File: config.mk
export PLATFORM = sky130hd
export DESIGN_NAME = mem_bus_arbiter
export DESIGN_NICKNAME = d
export VERILOG_FILES = /design/src/rtl/mem_bus_arbiter.sv
export SDC_FILE = /design/constraint.sdc
export NUM_CORES = 1
export LEC_CHECK = 0
export BUFFER_PORTS_ARGS = -buffer_cell sky130_fd_sc_hd__buf_4
export CAP_MARGIN = 20
export CORE_AREA = 4 4 107 109
export CTS_BUF_LIST = sky130_fd_sc_hd__clkbuf_4 sky130_fd_sc_hd__clkbuf_8
export DETAILED_ROUTE_END_ITERATION = 8
export DIE_AREA = 0 0 111 113
export GPL_ROUTABILITY_DRIVEN = 0
export GPL_TIMING_DRIVEN = 0
export PLACE_DENSITY = 0.59
export SLEW_MARGIN = 20
export SYNTH_ARGS = -nofsm -noshare
export SYNTH_HDL_FRONTEND = slang
export SYNTH_SLANG_ARGS = --single-unit
export TNS_END_PERCENT = 10
File: constraint.sdc
create_clock -name clk -period 3.36 [get_ports clk]
set_input_delay 0.168 -clock clk [delete_from_list [all_inputs] [get_ports clk]]
set_output_delay 0.168 -clock clk [all_outputs]
set_load 0.02 [all_outputs]
File: src/rtl/mem_bus_arbiter.sv
// Two-port (fetch / load-store) arbiter onto a single req/gnt/rvalid memory bus.
// An in-order ID queue routes each response back to its owner; flushed fetch responses are dropped.
module mem_bus_arbiter #(
  parameter int MAX_OUTSTANDING = 2,
  parameter int STARVE_LIMIT    = 4
) (
  input  logic        clk,
  input  logic        rst,
  input  logic        instr_req_i,
  input  logic [31:0] instr_addr_i,
  output logic        instr_gnt_o,
  output logic        instr_rvalid_o,
  output logic [31:0] instr_rdata_o,
  output logic        instr_err_o,
  input  logic        instr_flush_i,
  input  logic        data_req_i,
  input  logic [31:0] data_addr_i,
  input  logic        data_we_i,
  input  logic [3:0]  data_be_i,
  input  logic [31:0] data_wdata_i,
  output logic        data_gnt_o,
  output logic        data_rvalid_o,
  output logic [31:0] data_rdata_o,
  output logic        data_err_o,
  output logic        mem_req_o,
  output logic [31:0] mem_addr_o,
  output logic        mem_we_o,
  output logic [3:0]  mem_be_o,
  output logic [31:0] mem_wdata_o,
  input  logic        mem_gnt_i,
  input  logic        mem_rvalid_i,
  input  logic [31:0] mem_rdata_i,
  input  logic        mem_err_i,
  output logic        proto_err_o
);

  localparam int CW = $clog2(MAX_OUTSTANDING + 1);
  localparam int PW = (MAX_OUTSTANDING > 1) ? $clog2(MAX_OUTSTANDING) : 1;
  localparam int SW = $clog2(STARVE_LIMIT + 1);
  localparam logic [CW-1:0] MAX_CNT    = CW'(MAX_OUTSTANDING);
  localparam logic [SW-1:0] STARVE_MAX = SW'(STARVE_LIMIT);
  localparam logic [PW-1:0] PTR_LAST   = PW'(MAX_OUTSTANDING - 1);
  localparam logic SRC_I = 1'b0;
  localparam logic SRC_D = 1'b1;

  typedef enum logic [1:0] {
    LK_NONE  = 2'd0,
    LK_INSTR = 2'd1,
    LK_DATA  = 2'd2
  } lock_e;

  lock_e           lock_state_r;
  lock_e           lock_next_s;
  logic            src_s;
  logic            sel_req_s;
  logic            eligible_s;
  logic            contended_s;
  logic            grant_s;
  logic            pop_s;
  logic            head_src_s;
  logic            resp_ok_s;
  logic [SW-1:0]   starve_cnt_r;
  logic [CW-1:0]   count_r;
  logic [PW-1:0]   rd_ptr_r;
  logic [PW-1:0]   wr_ptr_r;
  logic            proto_err_r;
  logic            q_src_r  [MAX_OUTSTANDING];
  logic            q_disc_r [MAX_OUTSTANDING];
  logic            q_vld_r  [MAX_OUTSTANDING];

  function automatic logic [PW-1:0] next_ptr(input logic [PW-1:0] ptr);
    if (ptr == PTR_LAST) begin
      next_ptr = {PW{1'b0}};
    end else begin
      next_ptr = ptr + PW'(1);
    end
  endfunction

  assign eligible_s  = (count_r < MAX_CNT);
  assign contended_s = instr_req_i & data_req_i;

  // Source select: lock owner first, otherwise data priority with anti-starvation override.
  always_comb begin
    src_s = SRC_D;
    case (lock_state_r)
      LK_INSTR: src_s = SRC_I;
      LK_DATA:  src_s = SRC_D;
      default: begin
        if (contended_s) begin
          src_s = (starve_cnt_r == STARVE_MAX) ? SRC_I : SRC_D;
        end else if (instr_req_i) begin
          src_s = SRC_I;
        end else begin
          src_s = SRC_D;
        end
      end
    endcase
  end

  // Bus request and grant routing; everything is forced quiet while in reset.
  always_comb begin
    sel_req_s   = (src_s == SRC_I) ? instr_req_i : data_req_i;
    mem_req_o   = ~rst & eligible_s & sel_req_s;
    grant_s     = mem_req_o & mem_gnt_i;
    instr_gnt_o = grant_s & (src_s == SRC_I);
    data_gnt_o  = grant_s & (src_s == SRC_D);
    if (src_s == SRC_I) begin
      mem_addr_o  = instr_addr_i & 32'hFFFF_FFFC;
      mem_we_o    = 1'b0;
      mem_be_o    = 4'hF;
      mem_wdata_o = 32'h0000_0000;
    end else begin
      mem_addr_o  = data_addr_i;
      mem_we_o    = data_we_i;
      mem_be_o    = data_be_i;
      mem_wdata_o = data_wdata_i;
    end
  end

  // Lock state register.
  always_ff @(posedge clk) begin
    if (rst) begin
      lock_state_r <= LK_NONE;
    end else begin
      lock_state_r <= lock_next_s;
    end
  end

  // Lock next state: a stalled request pins the source until its grant.
  always_comb begin
    lock_next_s = lock_state_r;
    if (mem_req_o && !mem_gnt_i) begin
      lock_next_s = (src_s == SRC_D) ? LK_DATA : LK_INSTR;
    end else if (grant_s) begin
      lock_next_s = LK_NONE;
    end else begin
      lock_next_s = lock_state_r;
    end
  end

  // Starvation counter: counts contended data wins, cleared by any fetch grant.
  always_ff @(posedge clk) begin
    if (rst) begin
      starve_cnt_r <= {SW{1'b0}};
    end else if (instr_gnt_o) begin
      starve_cnt_r <= {SW{1'b0}};
    end else if (data_gnt_o && contended_s && (starve_cnt_r != STARVE_MAX)) begin
      starve_cnt_r <= starve_cnt_r + SW'(1);
    end
  end

  assign pop_s      = mem_rvalid_i & (count_r != {CW{1'b0}});
  assign head_src_s = q_src_r[rd_ptr_r];

  // ID queue: flush marks live fetch entries, then pop/push update the ring.
  always_ff @(posedge clk) begin
    if (rst) begin
      rd_ptr_r <= {PW{1'b0}};
      wr_ptr_r <= {PW{1'b0}};
      count_r  <= {CW{1'b0}};
      for (int i = 0; i < MAX_OUTSTANDING; i++) begin
        q_src_r[i]  <= 1'b0;
        q_disc_r[i] <= 1'b0;
        q_vld_r[i]  <= 1'b0;
      end
    end else begin
      for (int i = 0; i < MAX_OUTSTANDING; i++) begin
        if (instr_flush_i && q_vld_r[i] && (q_src_r[i] == SRC_I)) begin
          q_disc_r[i] <= 1'b1;
        end
      end
      if (pop_s) begin
        q_vld_r[rd_ptr_r] <= 1'b0;
        rd_ptr_r          <= next_ptr(rd_ptr_r);
      end
      if (grant_s) begin
        q_vld_r[wr_ptr_r]  <= 1'b1;
        q_src_r[wr_ptr_r]  <= src_s;
        q_disc_r[wr_ptr_r] <= instr_flush_i & (src_s == SRC_I);
        wr_ptr_r           <= next_ptr(wr_ptr_r);
      end
      case ({grant_s, pop_s})
        2'b10:   count_r <= count_r + CW'(1);
        2'b01:   count_r <= count_r - CW'(1);
        default: count_r <= count_r;
      endcase
    end
  end

  // Sticky protocol error: a response arrived with nothing outstanding.
  always_ff @(posedge clk) begin
    if (rst) begin
      proto_err_r <= 1'b0;
    end else if (mem_rvalid_i && (count_r == {CW{1'b0}})) begin
      proto_err_r <= 1'b1;
    end
  end

  // Response routing; a fetch response at the head during a flush is dropped too.
  always_comb begin
    resp_ok_s      = ~rst & pop_s & ~q_disc_r[rd_ptr_r]
                     & ~(instr_flush_i & (head_src_s == SRC_I));
    instr_rvalid_o = resp_ok_s & (head_src_s == SRC_I);
    data_rvalid_o  = resp_ok_s & (head_src_s == SRC_D);
    instr_rdata_o  = mem_rdata_i;
    data_rdata_o   = mem_rdata_i;
    instr_err_o    = mem_err_i & instr_rvalid_o;
    data_err_o     = mem_err_i & data_rvalid_o;
  end

  assign proto_err_o = proto_err_r;

endmodule
-- Word level (Yosys, flattened, before mapping)
Memories as Yosys holds them, arrays and structs flattened. A register that Yosys moved wholly into a read port is not among the register bits.
Index checks and enable logic that the tools add are counted.
- logic and storage cells: 107
- output and inout port bits: 141
- register bits after elaboration: 10
- memories kept: 3
- bits in writable memories: 6
- bits of input ports: 141
- order comparisons: 1
- reduce and logical (&&, ||, !) cells: 17
- bitwise operators: 25
- $add $sub $neg: 5
- mux-type cells: 44
- equality and inequality tests: 6
- memory list (memory ; depth ; bits a word ; read ports ; clocked after memory_dff ; wr ports ; line ; RTL):
    q_disc_r ; 2 ; 1 ; 1 ; 1 ; 3 ; 68 ; logic q_disc_r [MAX_OUTSTANDING];
    q_src_r ; 2 ; 1 ; 3 ; 1 ; 2 ; 67 ; logic q_src_r [MAX_OUTSTANDING];
    q_vld_r ; 2 ; 1 ; 2 ; 0 ; 2 ; 69 ; logic q_vld_r [MAX_OUTSTANDING];
- operator list (kind ; count):
    $mux 32 ; 2
    $mux 1 ; 36
    $and 1x1->1 ; 16
    $logic_and 1x1->1 ; 8
    $not 1->1 ; 7
    $mux 2 ; 3
    $reduce_bool 2->1 ; 3
    $eq 2x1->1 const B ; 2
    $eq 2x2->1 const B ; 2
    $mux 4 ; 1
    $pmux 2 s2 ; 1
    $add 3x1->3 const B ; 1
    $eq 3x3->1 const B ; 1
    $ne 3x3->1 const B ; 1
    $reduce_or 1->1 ; 3
    $add 1x1->1 const B ; 2
    $add 2x1->2 const B ; 1
    $logic_not 2->1 ; 1
    $lt 2x2->1 const B ; 1
    $or 1x1->1 ; 2
    $pmux 1 s2 ; 1
    $reduce_or 2->1 ; 1
    $sub 2x1->2 const B ; 1
    $logic_not 1->1 ; 1

-- Logic depth before layout (Yosys ltp)
Gate-level depths: netlist of the first run.
- depth after elaboration: 12
- depth in mapped cells: 8

-- Worst setup path before layout of the first run
Ideal clock, no wire load.
- path type: register -> output
- start: reg lock_state_r[0]
- end: out instr_gnt_o
- buffers on the path: 2
- data arrival time: 1.720 ns
- cell stages (with the launch flop): 8
- slack: 1.472 ns
- cells stage by stage: dfxtp_1 -> inv_1 -> ha_1 -> or2_2 -> o21a_1 -> buf_2 -> buf_2 -> nor2_1
- word-level cells in the longest chain between the ends: 6
- elaborated cells between the ends (all ways): 8
- those cells by class: eq/ne (2); mux (2); bitwise (4)
- RTL lines (item ; line ; RTL):
    from (decl) ; 52 ; lock_e lock_state_r;
    from (signal assigned) ; 125 ; lock_state_r <= lock_next_s;
    $eq 2x2->1 / $eq 2x1->1 (equally long branches) ; 85 ; case (lock_state_r)
    $pmux 1 s2 * ; 85 ;
    $mux 1 ; 102 ; sel_req_s = (src_s == SRC_I) ? instr_req_i : data_req_i;
    $and 1x1->1 ; 103 ; mem_req_o = ~rst & eligible_s & sel_req_s;
    $and 1x1->1 ; 104 ; grant_s = mem_req_o & mem_gnt_i;
    $and 1x1->1 * ; 105 ; instr_gnt_o = grant_s & (src_s == SRC_I);
    to (decl) ; 11 ; output logic instr_gnt_o,
Every way passes the cells marked *; elsewhere a longest branch is shown, timed or not.

-- Worst setup path in the final report of the first run
- start: reg lock_state_r[0]
- end: out mem_addr_o[12]
- word-level cells in the longest chain between the ends: 3
- elaborated cells between the ends (all ways): 4
- those cells by class: eq/ne (2); mux (2)
- RTL lines (item ; line ; RTL):
    $eq 2x2->1 / $eq 2x1->1 (equally long branches) ; 85 ;
    $pmux 1 s2 * ; 85 ;
    $mux 32 * ; 107 ; if (src_s == SRC_I) begin
    to (decl) ; 26 ; output logic [31:0] mem_addr_o,
Marked as above.

==> out/results.ini, run 1 <==
[outcome]
status=complete, no violations

[route]
routed_wirelength_um=8730
drc_errors=0
drtIter0Drc=62
vias=2768
dr.pass1.iters=4
ant_nets=0
drt-vias-per-instance=3.94
avgRoutedWirePerCell_um=12.4

[floorplanning]
pin_count=282
die_w_um=111
rows=38
core_um2=10600
dieHeight_um=113
start_util_pct=19.9
design.die.area_um2=12500

[power_and_ir_drop]
power_leakage_nw=2.32
irDropWorstVdd_mv=0.187
finalPower_mw=1.83
power.density_nw_per_um2=438

[finish]
drive_gt1_share_pct=60.2
layout_commonest_cell=buf_4
fillers=1128
final_nets=708
diodes=0
area_growth_pct=98.2
final_cell_mix=buf_4, nand2_1, and2_1

[synthesis]
synth_flop_cell=dfxtp_1
synth_edf_count=4
yosysWarnings=0
synth_top_area_share_pct=22.8
netlist_area_um2=2110
syn_nets=457
yosysTopAreaCell=buf_4
postSynthCellCount=313
async_flop_share_pct=0
synth_seq_cells=17
synth_area_leaders=buf_4, nand2_1, dfxtp_1, and2_1, edfxtp_1
synth.avg_cell_area_um2=6.74
yosys.cell_types.count=47
ys_seq_area_share_pct=18.0

[cts]
cts_sinks=17
root_buffer=clkbuf_8
htree_levels=1
numCtsBuffers=3
clkTransAtPathRegs_ps=70
cts.path.max_buffers=2
postCtsHoldBufs=0
clkLatencyLatePin_ps=250
cts_tree=done
cts_resized=0
post-cts-setup-buffers=0

[timing]
max_freq_mhz=425
min_period_ps=2350
period_share_pct=70.0
worst_pin_slew_ps=509
fin_skew_ps=0.597
slew_headroom_pct=66.1
setup_viol=0
hold_viol_final=0
rsz0062_at_grt=false
finalSetupTns_ps=0
drv_slew=0

[global_routing]
antenna_found_initial=0
grt_pass1_vias=2919
grt_max_degree=11
grt_pass1_wl_um=13700
grt_use_total_pct=13.0
grt.overflow.total=0

[worst_setup_path]
cp_max_fo=10
path_class=reg -> out
start_kind=register
required_ps=3190
arrival_ps=2180
endpoint_kind=primary output

[place]
place_hpwl_um=7790
portBuffers=246

[flow_run]
cap_violations=0

[min_path]
hp-class=in -> reg

registers in the layout, indices dropped and copies added (netlist names), named ones only:
signal	cells
count_r	2
proto_err_o	1
q_src_r	2
starve_cnt_r	3
wr_ptr_r	1
lock_state_r	2
q_disc_r	2
q_vld_r	2
rd_ptr_r	1
cells by family (layout without fill, tap and decap cells):
kind of cell | count (synthesis) | in the layout | share of synthesized area (%)
XOR/XNOR | 2 | 2 | 0.831
AND/OR/NAND/NOR | 176 | 176 | 40.8
AO/OA/AOI/OAI | 21 | 21 | 7.24
flip-flops | 17 | 17 | 18.0
buffers and inverters | 87 | 337 | 27.8
adder cells (fa/ha/maj) | 3 | 3 | 1.78
multiplexers | 7 | 7 | 3.50
Yosys cell counts, drive strengths merged (3+ instances only):
cell type and number:
nand2 97, buf 74, and2 36, nor2 17
dfxtp 13, inv 10, nor3 7, nand2b 5
o21ai 5, edfxtp 4, mux2i 4, nand3 4
a21oi 3, clkbuf 3, ha 3, mux2 3
o21a 3
layout make-up:
type / instances / area (um^2) / area share, %
multi-input cells: 209 / 1140 / 27.3
repair buffers: 246 / 1850 / 44.2
well taps: 140 / 175 / 4.19
inverters: 10 / 37.5 / 0.898
flip-flops and latches: 17 / 380 / 9.10
clock buffers: 4 / 48.8 / 1.17
plain buffers: 77 / 548 / 13.1
worst paths after layout:
check                   from             end  slack, ps  cells after the start
max reg2reg  lock_state_r[0]     q_disc_r[0]       1410                      6
max          lock_state_r[0]  mem_addr_o[12]       1010                      8
min             mem_rvalid_i     proto_err_o        160                      3
min reg2reg      proto_err_o     proto_err_o        480                      2
routing by layer:
| metal | up-vias | wire length [um] | global-route usage [%] |
|---|---|---|---|
| met4 | 0 | 138 | 3.53 |
| li1 | 1424 | - | - |
| met2 | 144 | 4660 | 24.5 |
| met5 | - | 0 | 0 |
| met1 | 1191 | 3150 | 14.7 |
| met3 | 9 | 784 | 3.10 |
per-stage QoR:
| step | cell area [um^2] | setup WS, ps | utilization, % | hold WS [ps] | cells |
|---|---|---|---|---|---|
| 2_1_floorplan | 2110 | 1470 | - | 309 | 313 |
| 3_3_place_gp | 4130 | 1290 | 39.0 | 432 | 699 |
| 3_5_place_dp | 4130 | 1270 | 39.0 | 431 | 699 |
| 4_1_cts | 4180 | 980 | 39.4 | 165 | 703 |
| 5_1_grt | 4180 | 841 | 39.4 | 177 | 703 |
| 6_report | 4180 | 1010 | 39.4 | 163 | 703 |
report_power, final:
| group | switching (mW) | internal [mW] |
|---|---|---|
| logic | 0.787 | 0.631 |
| clock network | 0.0723 | 0.0924 |
| registers | 0.0141 | 0.232 |
worst max-delay path, stage by stage, from the launching register on:
cell and delay (ps):
dfxtp_1 310, inv_1 50, ha_1 360, or2_2 360
o21ai_2 220, buf_2 310, nand2_1 120, nand2_1 80
buf_4 130
No activity file was read; power rests on OpenSTA's default activity.
==> inputs of run 2 (changes only) <==
Settings changed: CORE_AREA 4 4 107 109 to 4 4 108 110, DIE_AREA 0 0 111 113 to 0 0 112 114, PLACE_DENSITY 0.59 to 0.58.
Clock period 3.36 ns to 2.4 ns, I/O delays scaled along.
==> out/results.ini, run 2 (synthesis gave the netlist of run 1 again) <==
[place]
dpl_worst_slack_ps=391
portBuffers=246
place_hpwl_um=7990
dp_cells=699

[cts]
numCtsBuffers=3
clkTransAtPathRegs_ps=80
cts_sinks=17
cts.path.max_buffers=2
htree_levels=1
clkLatencyLatePin_ps=260
cts_tree=done
root_buffer=clkbuf_8

[power_and_ir_drop]
power_leakage_nw=2.31
finalPower_mw=2.57
power.density_nw_per_um2=614
irDropWorstVdd_mv=0.264

[finish]
drive_gt1_share_pct=60.2
instances_no_fill=703
fin_util_pct=39.1
fillers=1115
final_nets=708
area_growth_pct=98.3
layout_commonest_cell=buf_4
final_cell_mix=buf_4, nand2_1, and2_1
top_register=starve_cnt_r
largest_reg_flops=3
diodes=0

[min_path]
hold_path_depth=3
hp-class=in -> reg

[worst_setup_path]
cp_slowest_cell=or2_2
arrival_ps=2140
required_ps=2280
path_cells=inv_1 -> ha_1 -> or2_2 -> o21a_1 -> buf_2 -> clkbuf_1 -> and2_1 -> buf_4
cp_max_fo=10
start_kind=register
max_stage_delay_ps=360
endpoint_kind=primary output
path_class=reg -> out
worst_r2r_path_depth=6

[outcome]
status=complete, no violations

[timing]
drv_slew=0
min_period_ps=2260
slew_headroom_pct=66.8
setup_viol=0
rsz0062_at_grt=true
period_share_pct=94.1
worst_pin_slew_ps=497
hold_viol_final=0
worst_slack_ps=142
fin_skew_ps=6.17
max_freq_mhz=443

[floorplanning]
pin_count=282
die_w_um=112
rows=38
start_util_pct=19.7
design.die.area_um2=12800
dieHeight_um=114
core_um2=10700

[route]
dr.pass1.iters=4
drtIter0Drc=78
avgRoutedWirePerCell_um=12.7
drc_errors=0
ant_nets=0
vias=2842
routed_wirelength_um=8940
drt-vias-per-instance=4.04

[flow_run]
cap_violations=0

[global_routing]
grt_max_degree=12
grt_pass1_vias=2851
grt_use_total_pct=12.5
grt_pass1_wl_um=13300
grt.overflow.total=0
antenna_found_initial=0

-- run 2: changes by cell type in the layout (fill, tap and decap cells not counted), sizes merged --
cell,previous run,this run
clkbuf,7,6
clkinvlp,0,1
-- run 2: final cells by class --
| cell class | count | area (um^2) | area share (%) |
|---|---|---|---|
| inverters | 10 | 37.5 | 0.898 |
| clock inverters | 1 | 7.51 | 0.180 |
| multi-input cells | 209 | 1140 | 27.3 |
| flip-flops and latches | 17 | 380 | 9.10 |
| plain buffers | 77 | 551 | 13.2 |
| well taps | 140 | 175 | 4.19 |
| repair buffers | 246 | 1850 | 44.2 |
| clock buffers | 3 | 41.3 | 0.987 |
-- run 2: timing repair --
action                     CTS  global route
setup endpoints to repair    0             6
hold buffers                 0             0
buffers inserted             0             0
resized for setup            0             2
-- run 2: worst paths after layout --
| path | start | slack [ps] | endpoint |
|---|---|---|---|
| max | lock_state_r[0] | 140 | mem_wdata_o[0] |
| max reg2reg | lock_state_r[0] | 450 | q_disc_r[0] |
| min reg2reg | q_vld_r[1] | 500 | q_vld_r[1] |
| min | mem_rvalid_i | 140 | proto_err_o |
-- run 2: metrics by stage --
step	cell area, um^2	hold slack [ps]	setup TNS, ps
after detailed placement	4130	410	0
after floorplan	2110	261	0
after global placement	4130	383	0
final	4180	136	0
after global routing	4180	166	-13.9
after CTS	4180	142	0
-- run 2: worst max-delay path, delay by kind of cell (launching register included) --
kind                       cells  cell delay [ps]
adders and majority gates      1              350
AOI/OAI and AO/OA              1              110
DFF                            1              310
buffers and inverters          4              550
and+or+nand+nor                2              560
-- run 2: metal layers --
| layer | wire length, um | share of wire (%) | up-vias | global-route usage [%] |
|---|---|---|---|---|
| met5 | 0 | 0 | - | 0 |
| met1 | 2800 | 31 | 1255 | 12.3 |
| met3 | 841 | 9.4 | 12 | 2.92 |
| met2 | 5130 | 57 | 155 | 25.5 |
| met4 | 168 | 1.9 | 0 | 3.93 |
| li1 | - | - | 1420 | - |
-- run 2: where the power goes --
group	leakage, nW	switching [mW]	internal (mW)	total [mW]
Sequential	0.148	0.0197	0.324	0.344
Clock	0.0217	0.110	0.117	0.227
Combinational	2.14	1.11	0.887	1.99
==> inputs of run 3 (changes only) <==
Settings changed: CELL_PAD_IN_SITES_DETAIL_PLACEMENT set to 1, CELL_PAD_IN_SITES_GLOBAL_PLACEMENT set to 1, CORE_AREA 4 4 108 110 to unset, CORE_ASPECT_RATIO set to 1.75, CORE_MARGIN set to 4, CORE_UTILIZATION set to 19, DIE_AREA 0 0 112 114 to unset, GPL_ROUTABILITY_DRIVEN 0 to unset, PLACE_DENSITY 0.58 to 0.86.
==> out/results.ini, run 3 (synthesis gave the netlist of run 1 again) <==
[place]
portBuffers=246
dpl_worst_slack_ps=355
place_area_um2=4120
place_hpwl_um=9530
gp_congestion=0.777
dp_cells=689

[floorplanning]
dieHeight_um=147
start_util_pct=19.6
core_um2=10800
die_w_um=87.6
rows=50
design.die.area_um2=12900
pin_count=282

[power_and_ir_drop]
pwr-share-clk_pct=8.7
power_frac_comb_pct=78.0
sw_frac_of_total_pct=48.4
finalPower_mw=2.62
irDropWorstVdd_mv=0.467
power.density_nw_per_um2=623
p_int_mw=1.35
seqPwrFrac_pct=13.3
power_leakage_nw=2.33
p_sw_mw=1.27

[cts]
postCtsHoldBufs=0
clkTransAtPathRegs_ps=70
cts_tree=done
root_buffer=clkbuf_8
cts_sinks=17
cts.path.max_buffers=2
numCtsBuffers=3
clkLatencyLatePin_ps=260
htree_levels=1

[global_routing]
grt_pass1_vias=3329
grt_pass1_wl_um=15700
grt.overflow.total=0
antenna_found_initial=0
grt_use_total_pct=14.9
grt_max_degree=12

[worst_setup_path]
worst_path_most_repeated_cell=buf_2
path_cells=inv_1 -> ha_4 -> or2_2 -> o21a_1 -> buf_2 -> buf_2 -> and2_1 -> buf_4
max_stage_delay_ps=350
required_ps=2280
cp_max_fo=10
path_class=reg -> out
endpoint_kind=primary output
start_kind=register
cp_slowest_cell=or2_2
arrival_ps=2080

[route]
routed_wirelength_um=10500
drc_errors=0
avgRoutedWirePerCell_um=15.2
ant_nets=0
drtIter0Drc=38
drt-vias-per-instance=4.30
dr.pass1.iters=4
vias=2978

[finish]
final_cell_mix=buf_4, nand2_1, and2_1
diodes=0
regArea_um2=380
design_area_um2=4200
fillers=1363
largest_reg_flops=3
top_register=starve_cnt_r
drive_gt1_share_pct=60.7
multiInputGateArea_um2=1170
layout_commonest_cell=buf_4
fin_util_pct=39.1
instances_no_fill=693
area_growth_pct=99.4
final_nets=708

[timing]
fin_skew_ps=1.80
whs_ps=121
period_share_pct=91.8
finalSetupTns_ps=0
hold_viol_final=0
setup_viol=0
worst_slack_ps=196
slew_headroom_pct=67.7
max_freq_mhz=454
worst_pin_slew_ps=485
min_period_ps=2200
drv_slew=0
rsz0062_at_grt=false

[outcome]
status=complete, no violations

[flow_run]
cap_violations=0

[min_path]
hp-class=in -> reg

==> run 3: cell count changes in the layout (fill, tap and decap cells not counted) <==
| cell | delta |
|---|---|
| a21boi_2 | -1 |
| buf_2 | -2 |
| ha_4 | +1 |
| clkbuf_2 | +2 |
| o21ai_4 | +1 |
| clkbuf_4 | +2 |
| a21boi_4 | +1 |
| clkbuf_1 | -2 |
| o21ai_2 | -1 |
| ha_1 | -1 |
==> run 3: final cells by class <==
cell class / instances / share of cell area, %
Sequential cell: 17 / 9.05
Buffer: 77 / 13.3
Clock inverter: 1 / 0.179
Clock buffer: 3 / 0.982
Tap cell: 130 / 3.87
Timing Repair Buffer: 246 / 43.9
Inverter: 10 / 0.893
Multi-Input combinational cell: 209 / 27.8
==> run 3: power groups by stage <==
| stage | registers, mW | clock network [mW] | logic, mW |
|---|---|---|---|
| after floorplan | 0.349 | 0 | 1.14 |
| after global placement | 0.350 | 0 | 1.99 |
| after detailed placement | 0.353 | 0 | 2.04 |
| after CTS | 0.346 | 0.239 | 2.05 |
| after global routing | 0.353 | 0.249 | 2.21 |
| final | 0.347 | 0.228 | 2.04 |
==> run 3: worst paths after layout <==
kind | slack [ps] | endpoint | startpoint | cells after the start
worst max-delay path | 200 | mem_wdata_o[15] | lock_state_r[0] | 8
worst min-delay path | 120 | proto_err_o | mem_rvalid_i | 3
worst max register to register | 520 | q_disc_r[0] | lock_state_r[0] | 6
worst min register to register | 480 | proto_err_o | proto_err_o | 2
==> run 3: what timing repair did <==
action	4_1_cts	5_1_grt
endpoints found under the hold margin	0	0
endpoints found under the setup margin	0	52
setup buffers	0	0
resized for setup	0	11
==> run 3: layer usage <==
| metal | GRT usage, % | share of wire (%) |
|---|---|---|
| met4 | 3.53 | 1.5 |
| met2 | 31.1 | 58 |
| met3 | 3.76 | 12 |
| met5 | 0 | 0 |
| met1 | 13.4 | 29 |
==> run 3: critical path, delay by kind of cell (launching register included) <==
| kind | cells | cell delay, ps |
|---|---|---|
| and+or+nand+nor | 2 | 530 |
| DFF | 1 | 320 |
| AOI/OAI and AO/OA | 1 | 110 |
| buffers and inverters | 4 | 590 |
| adders and majority gates | 1 | 260 |
